`src/rtl/shuffle_index_sequencer_if.sv`:
```
// Bus between the shuffle index sequencer, its configuring host, the permutation
// shuffler and the index consumer. Signal suffixes are from the sequencer's view.
interface shuffle_index_sequencer_if #(
   parameter int BITS_PER_ELEMENT = 7,
   parameter int PASS_BITS        = 8
);
   logic                        cfg_valid_i;
   logic [BITS_PER_ELEMENT-1:0] cfg_num_i;
   logic [PASS_BITS-1:0]        cfg_passes_i;
   logic                        cfg_ready_o;
   logic                        abort_i;
   logic [BITS_PER_ELEMENT-1:0] num_elements_o;
   logic                        rst_index_o;
   logic                        perm_req_o;
   logic                        perm_done_i;
   logic [BITS_PER_ELEMENT-1:0] addr_o;
   logic [BITS_PER_ELEMENT-1:0] data_i;
   logic                        idx_valid_o;
   logic                        idx_ready_i;
   logic [BITS_PER_ELEMENT-1:0] idx_data_o;
   logic                        idx_last_o;
   logic                        done_o;

   modport master (
      input  cfg_valid_i, cfg_num_i, cfg_passes_i, abort_i, perm_done_i, data_i, idx_ready_i,
      output cfg_ready_o, num_elements_o, rst_index_o, perm_req_o, addr_o,
             idx_valid_o, idx_data_o, idx_last_o, done_o
   );

   modport slave (
      output cfg_valid_i, cfg_num_i, cfg_passes_i, abort_i, perm_done_i, data_i, idx_ready_i,
      input  cfg_ready_o, num_elements_o, rst_index_o, perm_req_o, addr_o,
             idx_valid_o, idx_data_o, idx_last_o, done_o
   );
endinterface

```
`src/rtl/shuffle_index_sequencer.sv`:
```
// Sequences multi-pass shuffled loop indices: drives the permutation shuffler and
// streams its permuted output bank as an index stream.
module shuffle_index_sequencer #(
   parameter int MAX_ELEMENTS     = 128,
   parameter int BITS_PER_ELEMENT = $clog2(MAX_ELEMENTS),
   parameter int PASS_BITS        = 8
) (
   input  logic                    clk_in,
   input  logic                    rst_in,
   shuffle_index_sequencer_if.master bus,
   output logic [2:0]              dbg_state
);
   // Index stream: a word transfers on a rising edge where idx_valid_o and
   // idx_ready_i are both high; once valid is raised, data/last hold until transfer.

   localparam logic [2:0] IDLE      = 3'd0;
   localparam logic [2:0] LOAD      = 3'd1;
   localparam logic [2:0] WAIT_PERM = 3'd2;
   localparam logic [2:0] REQ       = 3'd3;
   localparam logic [2:0] SETTLE    = 3'd4;
   localparam logic [2:0] STREAM    = 3'd5;
   localparam logic [2:0] DRAIN     = 3'd6;

   logic [2:0]                  state;
   logic [BITS_PER_ELEMENT-1:0] num_q;
   logic [BITS_PER_ELEMENT-1:0] elem_cnt;
   logic [BITS_PER_ELEMENT-1:0] data_q;
   logic [PASS_BITS-1:0]        pass_cnt;
   logic [PASS_BITS-1:0]        pass_lim;
   logic                        perm_ready;
   logic                        valid_q;
   logic                        last_q;
   logic                        done_q;
   logic                        load;
   logic                        last_elem;

   assign load      = (state == STREAM) && (!valid_q || bus.idx_ready_i);
   assign last_elem = (elem_cnt == num_q);

   always_ff @(posedge clk_in or posedge rst_in) begin
      if (rst_in) begin
         state      <= IDLE;
         num_q      <= BITS_PER_ELEMENT'(MAX_ELEMENTS - 1);
         elem_cnt   <= '0;
         data_q     <= '0;
         pass_cnt   <= '0;
         pass_lim   <= '0;
         perm_ready <= 1'b0;
         valid_q    <= 1'b0;
         last_q     <= 1'b0;
         done_q     <= 1'b0;
      end else begin
         done_q <= 1'b0;
         // A completion arriving in the same cycle REQ consumes the flag is kept.
         if (state == LOAD)
            perm_ready <= 1'b0;
         else if (bus.perm_done_i && state != IDLE)
            perm_ready <= 1'b1;
         else if (state == REQ)
            perm_ready <= 1'b0;

         if (bus.abort_i) begin
            state    <= IDLE;
            valid_q  <= 1'b0;
            last_q   <= 1'b0;
            elem_cnt <= '0;
         end else begin
            case (state)
               IDLE: if (bus.cfg_valid_i) begin
                  num_q    <= bus.cfg_num_i;
                  pass_lim <= bus.cfg_passes_i;
                  pass_cnt <= '0;
                  state    <= LOAD;
               end
               LOAD:      state <= WAIT_PERM;
               WAIT_PERM: if (perm_ready) state <= REQ;
               REQ: begin
                  elem_cnt <= '0;
                  state    <= SETTLE;
               end
               SETTLE:    state <= STREAM;
               STREAM: if (load) begin
                  data_q   <= bus.data_i;
                  last_q   <= last_elem;
                  valid_q  <= 1'b1;
                  elem_cnt <= elem_cnt + 1'b1;
                  if (last_elem) state <= DRAIN;
               end
               DRAIN: if (bus.idx_ready_i) begin
                  valid_q <= 1'b0;
                  last_q  <= 1'b0;
                  if (pass_cnt == pass_lim) begin
                     done_q <= 1'b1;
                     state  <= IDLE;
                  end else begin
                     pass_cnt <= pass_cnt + 1'b1;
                     state    <= WAIT_PERM;
                  end
               end
               default: state <= IDLE;
            endcase
         end
      end
   end

   assign bus.cfg_ready_o    = (state == IDLE);
   assign bus.rst_index_o    = (state == LOAD);
   assign bus.perm_req_o     = (state == REQ);
   assign bus.addr_o         = (state == STREAM) ? elem_cnt : '0;
   assign bus.num_elements_o = num_q;
   assign bus.idx_valid_o    = valid_q;
   assign bus.idx_data_o     = data_q;
   assign bus.idx_last_o     = last_q;
   assign bus.done_o         = done_q;
   assign dbg_state          = state;
endmodule
```
`src/flat_wrapper.sv`:
```
// flat-port wrapper written by rule: the top's interface ports become plain ports
module shuffle_index_sequencer_flat 
#(
   parameter int MAX_ELEMENTS     = 128,
   parameter int BITS_PER_ELEMENT = $clog2(MAX_ELEMENTS),
   parameter int PASS_BITS        = 8
)
  (clk_in, rst_in, dbg_state, bus_cfg_valid_i, bus_cfg_num_i, bus_cfg_passes_i, bus_abort_i, bus_perm_done_i, bus_data_i, bus_idx_ready_i, bus_cfg_ready_o, bus_num_elements_o, bus_rst_index_o, bus_perm_req_o, bus_addr_o, bus_idx_valid_o, bus_idx_data_o, bus_idx_last_o, bus_done_o);
  shuffle_index_sequencer_if #(.BITS_PER_ELEMENT(BITS_PER_ELEMENT), .PASS_BITS(PASS_BITS)) bus_i ();
  input  logic clk_in;
  input  logic rst_in;
  output logic [2:0] dbg_state;
  input wire logic [$bits(bus_i.cfg_valid_i)-1:0] bus_cfg_valid_i;
  input wire logic [$bits(bus_i.cfg_num_i)-1:0] bus_cfg_num_i;
  input wire logic [$bits(bus_i.cfg_passes_i)-1:0] bus_cfg_passes_i;
  input wire logic [$bits(bus_i.abort_i)-1:0] bus_abort_i;
  input wire logic [$bits(bus_i.perm_done_i)-1:0] bus_perm_done_i;
  input wire logic [$bits(bus_i.data_i)-1:0] bus_data_i;
  input wire logic [$bits(bus_i.idx_ready_i)-1:0] bus_idx_ready_i;
  output wire logic [$bits(bus_i.cfg_ready_o)-1:0] bus_cfg_ready_o;
  output wire logic [$bits(bus_i.num_elements_o)-1:0] bus_num_elements_o;
  output wire logic [$bits(bus_i.rst_index_o)-1:0] bus_rst_index_o;
  output wire logic [$bits(bus_i.perm_req_o)-1:0] bus_perm_req_o;
  output wire logic [$bits(bus_i.addr_o)-1:0] bus_addr_o;
  output wire logic [$bits(bus_i.idx_valid_o)-1:0] bus_idx_valid_o;
  output wire logic [$bits(bus_i.idx_data_o)-1:0] bus_idx_data_o;
  output wire logic [$bits(bus_i.idx_last_o)-1:0] bus_idx_last_o;
  output wire logic [$bits(bus_i.done_o)-1:0] bus_done_o;
  assign bus_i.cfg_valid_i = bus_cfg_valid_i;
  assign bus_i.cfg_num_i = bus_cfg_num_i;
  assign bus_i.cfg_passes_i = bus_cfg_passes_i;
  assign bus_i.abort_i = bus_abort_i;
  assign bus_i.perm_done_i = bus_perm_done_i;
  assign bus_i.data_i = bus_data_i;
  assign bus_i.idx_ready_i = bus_idx_ready_i;
  assign bus_cfg_ready_o = bus_i.cfg_ready_o;
  assign bus_num_elements_o = bus_i.num_elements_o;
  assign bus_rst_index_o = bus_i.rst_index_o;
  assign bus_perm_req_o = bus_i.perm_req_o;
  assign bus_addr_o = bus_i.addr_o;
  assign bus_idx_valid_o = bus_i.idx_valid_o;
  assign bus_idx_data_o = bus_i.idx_data_o;
  assign bus_idx_last_o = bus_i.idx_last_o;
  assign bus_done_o = bus_i.done_o;
  shuffle_index_sequencer #(.MAX_ELEMENTS(MAX_ELEMENTS), .BITS_PER_ELEMENT(BITS_PER_ELEMENT), .PASS_BITS(PASS_BITS)) u_core (.clk_in(clk_in), .rst_in(rst_in), .bus(bus_i), .dbg_state(dbg_state));
endmodule
```
`config.mk`:
```
export PLATFORM = sky130hd
export DESIGN_NAME = shuffle_index_sequencer_flat
export DESIGN_NICKNAME = d
export VERILOG_FILES = /design/src/rtl/shuffle_index_sequencer_if.sv /design/src/rtl/shuffle_index_sequencer.sv /design/src/flat_wrapper.sv
export SDC_FILE = /design/constraint.sdc
export NUM_CORES = 1
export LEC_CHECK = 0
export BUFFER_PORTS_ARGS = -buffer_cell sky130_fd_sc_hd__clkbuf_2
export CAP_MARGIN = 20
export CORE_UTILIZATION = 44
export CTS_BUF_LIST = sky130_fd_sc_hd__clkbuf_2 sky130_fd_sc_hd__clkbuf_4 sky130_fd_sc_hd__clkbuf_8
export CTS_CLUSTER_SIZE = 16
export DETAILED_ROUTE_END_ITERATION = 6
export GPL_ROUTABILITY_DRIVEN = 0
export PLACE_DENSITY = 0.7
export SYNTH_ARGS = -nofsm -noshare
export SYNTH_HDL_FRONTEND = slang
export SYNTH_SLANG_ARGS = --single-unit
```
`constraint.sdc`:
```
create_clock -name clk_in -period 1.7 [get_ports clk_in]
set_input_delay 0.085 -clock clk_in [delete_from_list [all_inputs] [get_ports clk_in]]
set_output_delay 0.085 -clock clk_in [all_outputs]
set_load 0.1 [all_outputs]
```
* Word level (Yosys, flattened, before mapping)
Cells that the tools add are included.
Operators by class: add/subtract/negate cells 2, mux-type cells 30, bitwise operators 1, reduce and logical (&&, ||, !) cells 16, eq/ne operators 16
Operator list (number):
- 2-to-1 mux 8 bit | 3
- 2-to-1 mux 7 bit | 3
- case mux 3 bit (7 select lines) | 1
- 2-to-1 mux 3 bit | 6
- case mux 8 bit (2 select lines) | 1
- case mux 7 bit (2 select lines) | 1
- 2-to-1 mux 1 bit | 12
- nonzero test 3 bit | 4
- AND reduction 5 bit | 2
- == test 3 bit, second input constant | 3
- inequality test 3 x 2 -> 1 bit, second input constant | 3
- AND reduction 3 bit | 3
- adder 8 x 1 -> 8 bit, second input constant | 1
- == test 8 bit | 1
- adder 7 x 1 -> 7 bit, second input constant | 1
- == test 7 bit | 1
- == test 3 x 2 -> 1 bit, second input constant | 2
- inequality test 2 bit, second input constant | 3
- inequality test 3 bit, second input constant | 2
- case mux 1 bit (2 select lines) | 2
- == test 3 x 1 -> 1 bit, second input constant | 1
- logical NOT 3 bit | 1
- logical AND 1 bit | 2
- 2-to-1 mux 2 bit | 1
- 5 further kinds | 5
Word-level totals: word-level logic and storage cells 75, input bits 28, bits in registers 44

* Longest topological paths before layout
Gate-level depths: netlist of run 1.
depth in word-level cells 6, gate-level depth with buffers 7, mapped depth without buffers 6

* Worst setup path after synthesis of run 1
OpenSTA, ideal clock, no wires.
kind register to register, from register u_core.state[1], in the netlist u_core.dbg_state[1], to register u_core.pass_cnt[1], setup time 0.122 ns, cell stages (with the launch flop) 6, data arrival time 3.952 ns, path buffers 2, path slack -2.374 ns, cells stage by stage dfrtp_1 > buf_6 > buf_6 > nor3_1 > o21ai_2 > a32o_1
On the way: longest elaborated chain between the ends 3, elaborated cells on any way between the ends 8
Ends and longest elaborated chain:
- from (decl) | line shuffle_index_sequencer.sv:24 | logic [2:0] state;
- from (signal assigned) | line shuffle_index_sequencer.sv:42 | state <= IDLE;
- from (signal assigned) | line shuffle_index_sequencer.sv:63 | state <= IDLE;
- from (signal assigned) | line shuffle_index_sequencer.sv:73 | state <= LOAD;
- logical NOT 3 bit (*)
- named net bus_cfg_ready_o | line flat_wrapper.sv:20 | output wire logic [$bits(bus_i.cfg_ready_o)-1:0] bus_cfg_ready_o;
- inequality test 2 bit (no line) / nonzero test 2 bit (equally long branches)
- AND reduction 5 bit (no line)
- to (signal assigned) | line shuffle_index_sequencer.sv:96 | pass_cnt <= pass_cnt + 1'b1;
- to (decl) | line shuffle_index_sequencer.sv:28 | logic [PASS_BITS-1:0] pass_cnt;
Mark *: on every way through the listed nets, which the timed path passes. The rest lies on a longest branch. A chain may end at the register's enable or synchronous reset.

* Worst setup path after layout of run 1
from register u_core.state[1], in the netlist u_core.dbg_state[1], to register u_core.pass_cnt[5]
On the way: longest elaborated chain between the ends 3, elaborated cells on any way between the ends 8
Ends and longest elaborated chain:
- == test 3 bit / logical NOT 3 bit (equally long branches) | line shuffle_index_sequencer.sv:68 | case (state)
- inequality test 2 bit (no line) / nonzero test 2 bit (equally long branches)
- AND reduction 5 bit (no line)
Several ways; a longest one is shown, not always the timed one.

==> impl_metrics.ini, run 1 <==
[status]
status = complete, but fails checks
violations = negative setup slack

[worst_setup_path]
end_kind = flop
cp.depth = 6
r2r_slack_ps = -70
critPathRequiredTime_ps = 1870
slowest_stage = dfrtp_4
cp_slowest_stage_delay_ps = 500
critical_path.top_delay_family = simple AND/OR/NAND/NOR gates
r2r-end = u_core.pass_cnt[5]
worst-path-max-fanout = 9
worst_ep_arrival_time_ps = 1940
crit_path_start_kind = flop
timing.rr.start = u_core.dbg_state[1]
r2r_cells = 6
path_class = reg2reg
crit_chain = buf_4 -> or3_4 -> a21oi_4 -> a211oi_4 -> nand4_1 -> o211ai_1
path_buf_inv = 1

[die]
row_count = 26
ios = 58
dieArea_um2 = 5790
start_util_pct = 46.4
die_h_um = 76.1
die_w_um = 76.1
fp.coreArea_um2 = 5200

[timing]
hold_viol_final = 0
tightest_slew_ps = 596
setup_violations = 11
post-route-min-period_ps = 1770
drv_slew = 0
max_slew_margin_pct = 60.0
finalCritPeriodShare_pct = 104
rsz0062_at_grt = yes
skew_ps = 9.21
worst_slack_ps = -73.4
max_freq_mhz = 564
fin_hold_ws_ps = 2.84

[logic_synthesis]
syn_area_per_cell_um2 = 11.1
synth_top_family_by_area = simple AND/OR/NAND/NOR gates
synth_compound_area_share_pct = 13.2
synth_edf_count = 0
netlist-cell-type-count = 54
synth_top_area_cell = dfrtp_1
synthCells = 218
syn-cell-area_um2 = 2410
synth_xor_area_share_pct = 5.80
yosysWarnings = 0
synthFlopType = dfrtp_1
yosysTopAreaCellShare_pct = 38.3
synth_nets = 248
synth_seq_cells = 44
synthAdderAreaFrac_pct = 1.04
yosysSeqAreaShare_pct = 46.0
async_reset_ff_share_pct = 100
synthSimpleGateAreaFrac_pct = 19.9
synthMuxAreaShare_pct = 10.7
ys_top_cells_by_area = dfrtp_1, dfstp_2, mux2_1, xor2_1, mux2_2

[global_route]
grt_max_degree = 29
grt_pass1_wl_um = 9320
grt_overflow_total = 0
grt_util_all_layers_pct = 20.3
grt_pass1_vias = 1973
antenna_found_initial = 0

[drt]
drt-vias-per-instance = 5.35
wire_per_inst_um = 14.8
routed_wl_um = 5550
vias = 2002
firstDrtPassIters = 4
drc = 0
drt_iter0_drc = 150
ant_nets = 0

[clock_network]
clock-sinks = 44
clock_latency_ps = 300
cts_max_path_buffers = 2
cts_tree = built
clk_pin_slew_worst_paths_ps = 90
cts_root_buf = clkbuf_8
htree_levels = 2
cts_made_buffers = 5

[worst_hold_path]
hp-start = bus_cfg_passes_i[4]
holdPathStages = 2
min_to = u_core.pass_lim[4]
hold_class = in2reg

[power]
ir_drop_mv = 1.59
leakagePower_uw = 0.00155
powerDensity_nw_per_um2 = 1600
power_uw = 5400

[placed_design]
placed_area_um2 = 3100
dpl.hpwl_um = 3900
port_buffers = 57

[layout]
area_growth_pct = 40.2
drive_above_1_share_pct = 48.0
layout_common_cells = clkbuf_2, dfrtp_1, buf_4
stdcell_area_um2 = 3390
final_common_cell = clkbuf_2
nets = 333
num_antenna_cells = 0

[job]
maxCapViolCount = 0
==> worst max path at each step <==
stage          slack [ps]             endpoint           startpoint
2_1_floorplan        -590   u_core.pass_cnt[1]  u_core.dbg_state[1]
3_3_place_gp           20   u_core.elem_cnt[3]  u_core.dbg_state[2]
3_5_place_dp           -4   u_core.elem_cnt[6]  u_core.dbg_state[2]
4_1_cts               -20  u_core.dbg_state[1]  u_core.dbg_state[1]
5_1_grt              -160   u_core.pass_cnt[5]  u_core.dbg_state[1]
6_report              -70   u_core.pass_cnt[5]  u_core.dbg_state[1]
==> state kept, by name (all words and copies together), names as in the netlist <==
register / count
u_core.bus.done_o: 1
u_core.bus.idx_data_o: 7
u_core.bus.idx_last_o: 1
u_core.bus.idx_valid_o: 1
u_core.bus.num_elements_o: 7
u_core.dbg_state: 3
u_core.elem_cnt: 7
u_core.pass_cnt: 8
u_core.pass_lim: 8
u_core.perm_ready: 1
==> layout make-up <==
type                       instances  area (um^2)
inverter                           3         11.3
multi-input combinational        163         1340
fill                             405         1820
tap                               70         87.6
clock buffer                       5         68.8
sequential                        44         1120
clock inverter                     3         42.5
timing repair buffer              86          713
==> per-layer routing <==
metal	vias up	GRT usage (%)	share of wire, %
met3	12	3.83	5.0
met1	971	28.2	46
met4	0	9.42	2.4
met5	-	0	0
met2	69	30.9	47
li1	950	-	-
==> timing repair <==
action,4_1_cts,5_1_grt
resized for setup,3,9
pin swaps,2,10
hold endpoints to repair,14,0
endpoints found under the setup margin,12,35
hold buffers,6,0
buffers inserted,5,1
==> synth_stat cells (7+ instances only) <==
| cell | number |
|---|---|
| dfrtp_1 | 37 |
| mux2_1 | 15 |
| nand2_1 | 12 |
| xor2_1 | 12 |
| and2_1 | 11 |
| nor2_1 | 11 |
| a21oi_1 | 10 |
| nand3_1 | 8 |
| dfstp_2 | 7 |
| mux2_2 | 7 |
| o21ai_0 | 7 |
==> cell families (layout without fill, tap and decap cells) <==
family / count (synthesis) / count (layout)
mux: 23 / 23
fa+ha+maj: 2 / 2
xor+xnor: 16 / 16
flops: 44 / 44
compound gates: 44 / 44
buf+inv: 11 / 97
simple gates: 78 / 78
==> power breakdown <==
group	internal (uW)	switching (uW)	leakage, uW
clock network	435	357	0.0000541
logic	806	2130	0.000936
registers	1430	246	0.000557
==> worst reg2reg max path, stage by stage, from the launching register on <==
cell and delay, ps:
dfrtp_4 500, buf_4 180, or3_4 380, a21oi_4 220, a211oi_4 110, nand4_1 150
o211ai_1 120
==> stage by stage <==
step | TNS (ps) | util, % | instances | setup slack, ps
2_1_floorplan | -7860 | - | 218 | -590
3_3_place_gp | 0 | 59.6 | 354 | 17.1
3_5_place_dp | -3.95 | 59.6 | 354 | -3.95
4_1_cts | -90.4 | 64.2 | 373 | -22.0
5_1_grt | -1100 | 65.0 | 374 | -157
6_report | -312 | 65.0 | 374 | -73.4
No activity file was read; power rests on OpenSTA's default activity.
==> run 2, diff against run 1 <==
CORE_ASPECT_RATIO = 1.5   (was default)
==> impl_metrics.ini, run 2 (synthesis results as in run 1) <==
[global_route]
grt_overflow_total = 0
grt_pass1_wl_um = 9200
grt_use_met3_pct = 3.57
grt_max_degree = 45
grt_pass1_vias = 2009
antenna_found_initial = 0
top_usage_layer = met2
grt_util_all_layers_pct = 20.3
met2_usage_pct = 36.1
gr-usage-met1_pct = 23.3

[worst_setup_path]
slowest_stage = dfrtp_4
worst-path-max-fanout = 8
end_kind = flop
path_class = reg2reg
worst_ep_arrival_time_ps = 1970
critPathRequiredTime_ps = 1900
cp_slowest_stage_delay_ps = 510
r2r_cells = 6
r2r-end = u_core.dbg_state[1]
r2r_slack_ps = -70
path_buf_inv = 1
crit_chain = buf_12 -> nand3b_1 -> a2111oi_4 -> or4b_1 -> a21oi_2 -> a211o_1
crit_path_start_kind = flop
timing.rr.start = u_core.dbg_state[1]
critical_path.top_delay_family = compound AO/OA/AOI/OAI gates

[layout]
fillers = 423
layout_common_cells = clkbuf_2, dfrtp_1, buf_4
instances_no_fill = 382
final_core_util_pct = 66.7
nets = 343
largestRegisters = u_core.pass_cnt (8), u_core.pass_lim (8)
num_antenna_cells = 0
final_common_cell = clkbuf_2
drive_above_1_share_pct = 51.3
area_growth_pct = 43.7

[timing]
hold_viol_final = 0
tns_ps = -452
max_slew_margin_pct = 63.6
max_freq_mhz = 564
setup_violations = 11
finalCritPeriodShare_pct = 104
tightest_slew_ps = 545
worst_slack_ps = -72.8
fin_hold_ws_ps = 3.04
skew_ps = 8.29
drv_slew = 0
post-route-min-period_ps = 1770
rsz0062_at_grt = yes

[die]
dieArea_um2 = 5790
ios = 58
start_util_pct = 46.4
fp.coreArea_um2 = 5200
die_w_um = 62.5
die_h_um = 92.7
row_count = 32

[drt]
drt-vias-per-instance = 5.24
routed_wl_um = 5720
wire_per_inst_um = 15.0
firstDrtPassIters = 4
ant_nets = 0
vias = 2002
drc = 0
drt_iter0_drc = 46

[placed_design]
placedCellCount = 352
port_buffers = 57
pre_cts_slack_ps = 3.14
dpl.hpwl_um = 3920

[clock_network]
cts_tree = built
cts_max_path_buffers = 2
cts_root_buf = clkbuf_8
cts_made_buffers = 5
clk_pin_slew_worst_paths_ps = 90
clock-sinks = 44
htree_levels = 2
clock_latency_ps = 300

[power]
ir_drop_mv = 1.48
powerDensity_nw_per_um2 = 1550
leakagePower_uw = 0.00160

[job]
maxCapViolCount = 0

[status]
status = complete, but fails checks
violations = negative setup slack

[worst_hold_path]
hp-start = bus_cfg_passes_i[1]
hold_class = in2reg
min_to = u_core.pass_lim[1]
holdPathStages = 2
## run 2: worst max-delay path by stage
stage / start / endpoint / slack (ps) / depth (start not counted)
after floorplan: u_core.dbg_state[1] / u_core.pass_cnt[1] / -590 / 5
after global placement: u_core.dbg_state[2] / bus_addr_o[4] / -0.2 / 5
after detailed placement: u_core.dbg_state[1] / u_core.dbg_state[1] / 3 / 5
after CTS: u_core.dbg_state[1] / u_core.dbg_state[1] / -60 / 6
after global routing: u_core.dbg_state[1] / u_core.dbg_state[1] / -130 / 6
final: u_core.dbg_state[1] / u_core.dbg_state[1] / -70 / 6
## run 2: worst register-to-register path: cells and delay by family (launching register included)
kind | cells | cell delay [ps]
AO/OA/AOI/OAI | 3 | 640
flip-flops | 1 | 510
buffers and inverters | 1 | 140
AND/OR/NAND/NOR | 2 | 380
## run 2: report_power, final
part | switching (uW) | internal, uW | leakage [uW] | total (uW)
Sequential | 245 | 1430 | 0.000556 | 1670
Combinational | 2160 | 889 | 0.000992 | 3050
Clock | 384 | 287 | 0.0000479 | 671
## run 2: per-layer routing
metal / share of wire [%] / routed length (um) / vias up
met1: 41 / 2350 / 962
li1: - / - / 963
met5: 0 / 0 / -
met2: 51 / 2940 / 60
met4: 3.4 / 194 / 0
met3: 4.1 / 235 / 17
## run 2: what timing repair did
action,CTS,global route
buffers inserted,8,7
gates resized for setup,4,24
endpoints found under the hold margin,43,0
pin swaps,5,14
setup endpoints to repair,8,34
hold buffers,7,0
## run 2: cell type report
| cell class | instances | area [um^2] | area share [%] |
|---|---|---|---|
| multi-input cells | 163 | 1380 | 39.7 |
| inverters | 3 | 15.0 | 0.433 |
| clock inverters | 3 | 18.8 | 0.541 |
| well taps | 68 | 85.1 | 2.45 |
| flip-flops and latches | 44 | 1120 | 32.4 |
| repair buffers | 96 | 781 | 22.5 |
| clock buffers | 5 | 68.8 | 1.98 |
## run 2: metrics by stage
stage | power, uW | instance area [um^2]
floorplan | 4030 | 2510
global placement | 4460 | 3080
detailed placement | 4500 | 3080
CTS | 5290 | 3330
global route | 5620 | 3470
finish | 5400 | 3470
==> run 3, diff against run 2 <==
SKIP_LAST_GASP = 1   (was default)
==> impl_metrics.ini, run 3 (synthesis results as in run 1) <==
[layout]
instances_no_fill = 382
area_growth_pct = 44.2
num_antenna_cells = 0
stdcell_area_um2 = 3480
largestRegisters = u_core.pass_cnt (8), u_core.pass_lim (8)
final_common_cell = clkbuf_2
drive_above_1_share_pct = 51.9
nets = 343
layout_common_cells = clkbuf_2, dfrtp_1, buf_4

[die]
ios = 58
fp.coreArea_um2 = 5200
row_count = 32
die_h_um = 92.7
die_w_um = 62.5
dieArea_um2 = 5790
start_util_pct = 46.4

[worst_setup_path]
r2r-end = u_core.dbg_state[1]
slowest_stage = dfrtp_4
crit_chain = buf_12 -> nand3b_1 -> a2111oi_4 -> or4b_1 -> a21oi_2 -> a211o_1
crit_path_start_kind = flop
r2r_cells = 6
path_buf_inv = 1
path_class = reg2reg
r2r_slack_ps = -80
worst_ep_arrival_time_ps = 1980
timing.rr.start = u_core.dbg_state[1]
worst-path-max-fanout = 8
end_kind = flop
cp_slowest_stage_delay_ps = 510
critical_path.top_delay_family = compound AO/OA/AOI/OAI gates
critPathRequiredTime_ps = 1900

[worst_hold_path]
holdPathStages = 2
hold_class = in2reg
hp-start = bus_cfg_passes_i[1]
min_to = u_core.pass_lim[1]

[global_route]
grt_util_all_layers_pct = 20.4
antenna_found_initial = 0
grt_overflow_total = 0
grt_max_degree = 45
grt_pass1_vias = 2005
grt_pass1_wl_um = 9200

[clock_network]
cts_made_buffers = 5
clock_latency_ps = 300
cts_root_buf = clkbuf_8
cts_max_path_buffers = 2
clock-sinks = 44
htree_levels = 2
cts_tree = built
clk_pin_slew_worst_paths_ps = 90

[power]
powerDensity_nw_per_um2 = 1560
power_uw = 5420
leakagePower_uw = 0.00160
ir_drop_mv = 1.44

[timing]
tightest_slew_ps = 550
drv_slew = 0
max_freq_mhz = 561
finalCritPeriodShare_pct = 105
hold_viol_final = 0
max_slew_margin_pct = 63.3
setup_violations = 12
fin_hold_ws_ps = 7.50
post-route-min-period_ps = 1780
rsz0062_at_grt = yes
worst_slack_ps = -82.8
skew_ps = 10.8

[drt]
drt_iter0_drc = 43
drt-vias-per-instance = 5.34
vias = 2038
wire_per_inst_um = 15.4
ant_nets = 0
drc = 0
firstDrtPassIters = 4
routed_wl_um = 5880

[placed_design]
dpl.hpwl_um = 3920
port_buffers = 57
placed_area_um2 = 3080
placedCellCount = 352

[job]
maxCapViolCount = 0

[status]
status = complete, but fails checks
violations = negative setup slack
[run 3: cell counts in the layout (fill, tap and decap cells not counted)]
Identical to the previous run, type by type.
[run 3: final cells by class]
cell class / instances / area [um^2]
inverters: 3 / 15.0
fillers: 416 / 1720
repair buffers: 96 / 777
clock inverters: 3 / 18.8
well taps: 68 / 85.1
flip-flops and latches: 44 / 1130
multi-input cells: 163 / 1390
clock buffers: 5 / 68.8
[run 3: repair_timing]
item | CTS | global route
endpoints found under the hold margin | 43 | 0
pin swaps | 2 | 21
buffers inserted | 8 | 7
hold buffers | 7 | 0
gates cloned | 0 | 0
endpoints found under the setup margin | 8 | 42
resized for setup | 3 | 25
[run 3: power by group]
part           total [uW]  switching, uW  internal [uW]
combinational        3060           2170            888
sequential           1680            254           1430
clock                 673            386            287
[run 3: worst max-delay path by stage]
stage,from,to,cells past startpoint,slack [ps]
4_1_cts,u_core.dbg_state[2],u_core.pass_cnt[1],5,-70
6_report,u_core.dbg_state[1],u_core.dbg_state[1],6,-80
5_1_grt,u_core.dbg_state[2],bus_addr_o[3],6,-120
2_1_floorplan,u_core.dbg_state[1],u_core.pass_cnt[1],5,-590
3_5_place_dp,u_core.dbg_state[1],u_core.dbg_state[1],5,3
3_3_place_gp,u_core.dbg_state[2],bus_addr_o[4],5,-0.2
[run 3: worst register-to-register path, stage by stage, from the launching register on]
cell,delay (ps)
dfrtp_4,510
buf_12,140
nand3b_1,190
a2111oi_4,380
or4b_1,180
a21oi_2,40
a211o_1,230
[run 3: metal layers]
layer  GRT usage (%)  routed length, um  vias up
met4            9.88                175        0
met5               0                  0        -
met3            3.57                226       16
li1                -                  -      964
met1            23.5               2340      993
met2            36.1               3140       65
[run 3: stage by stage]
stage	setup WS [ps]	util (%)	setup TNS [ps]
after floorplan	-590	-	-7860
after global placement	-0.219	59.1	-0.219
after detailed placement	3.14	59.1	0
after CTS	-66.6	63.8	-407
after global routing	-121	66.9	-1460
final	-82.8	66.9	-417
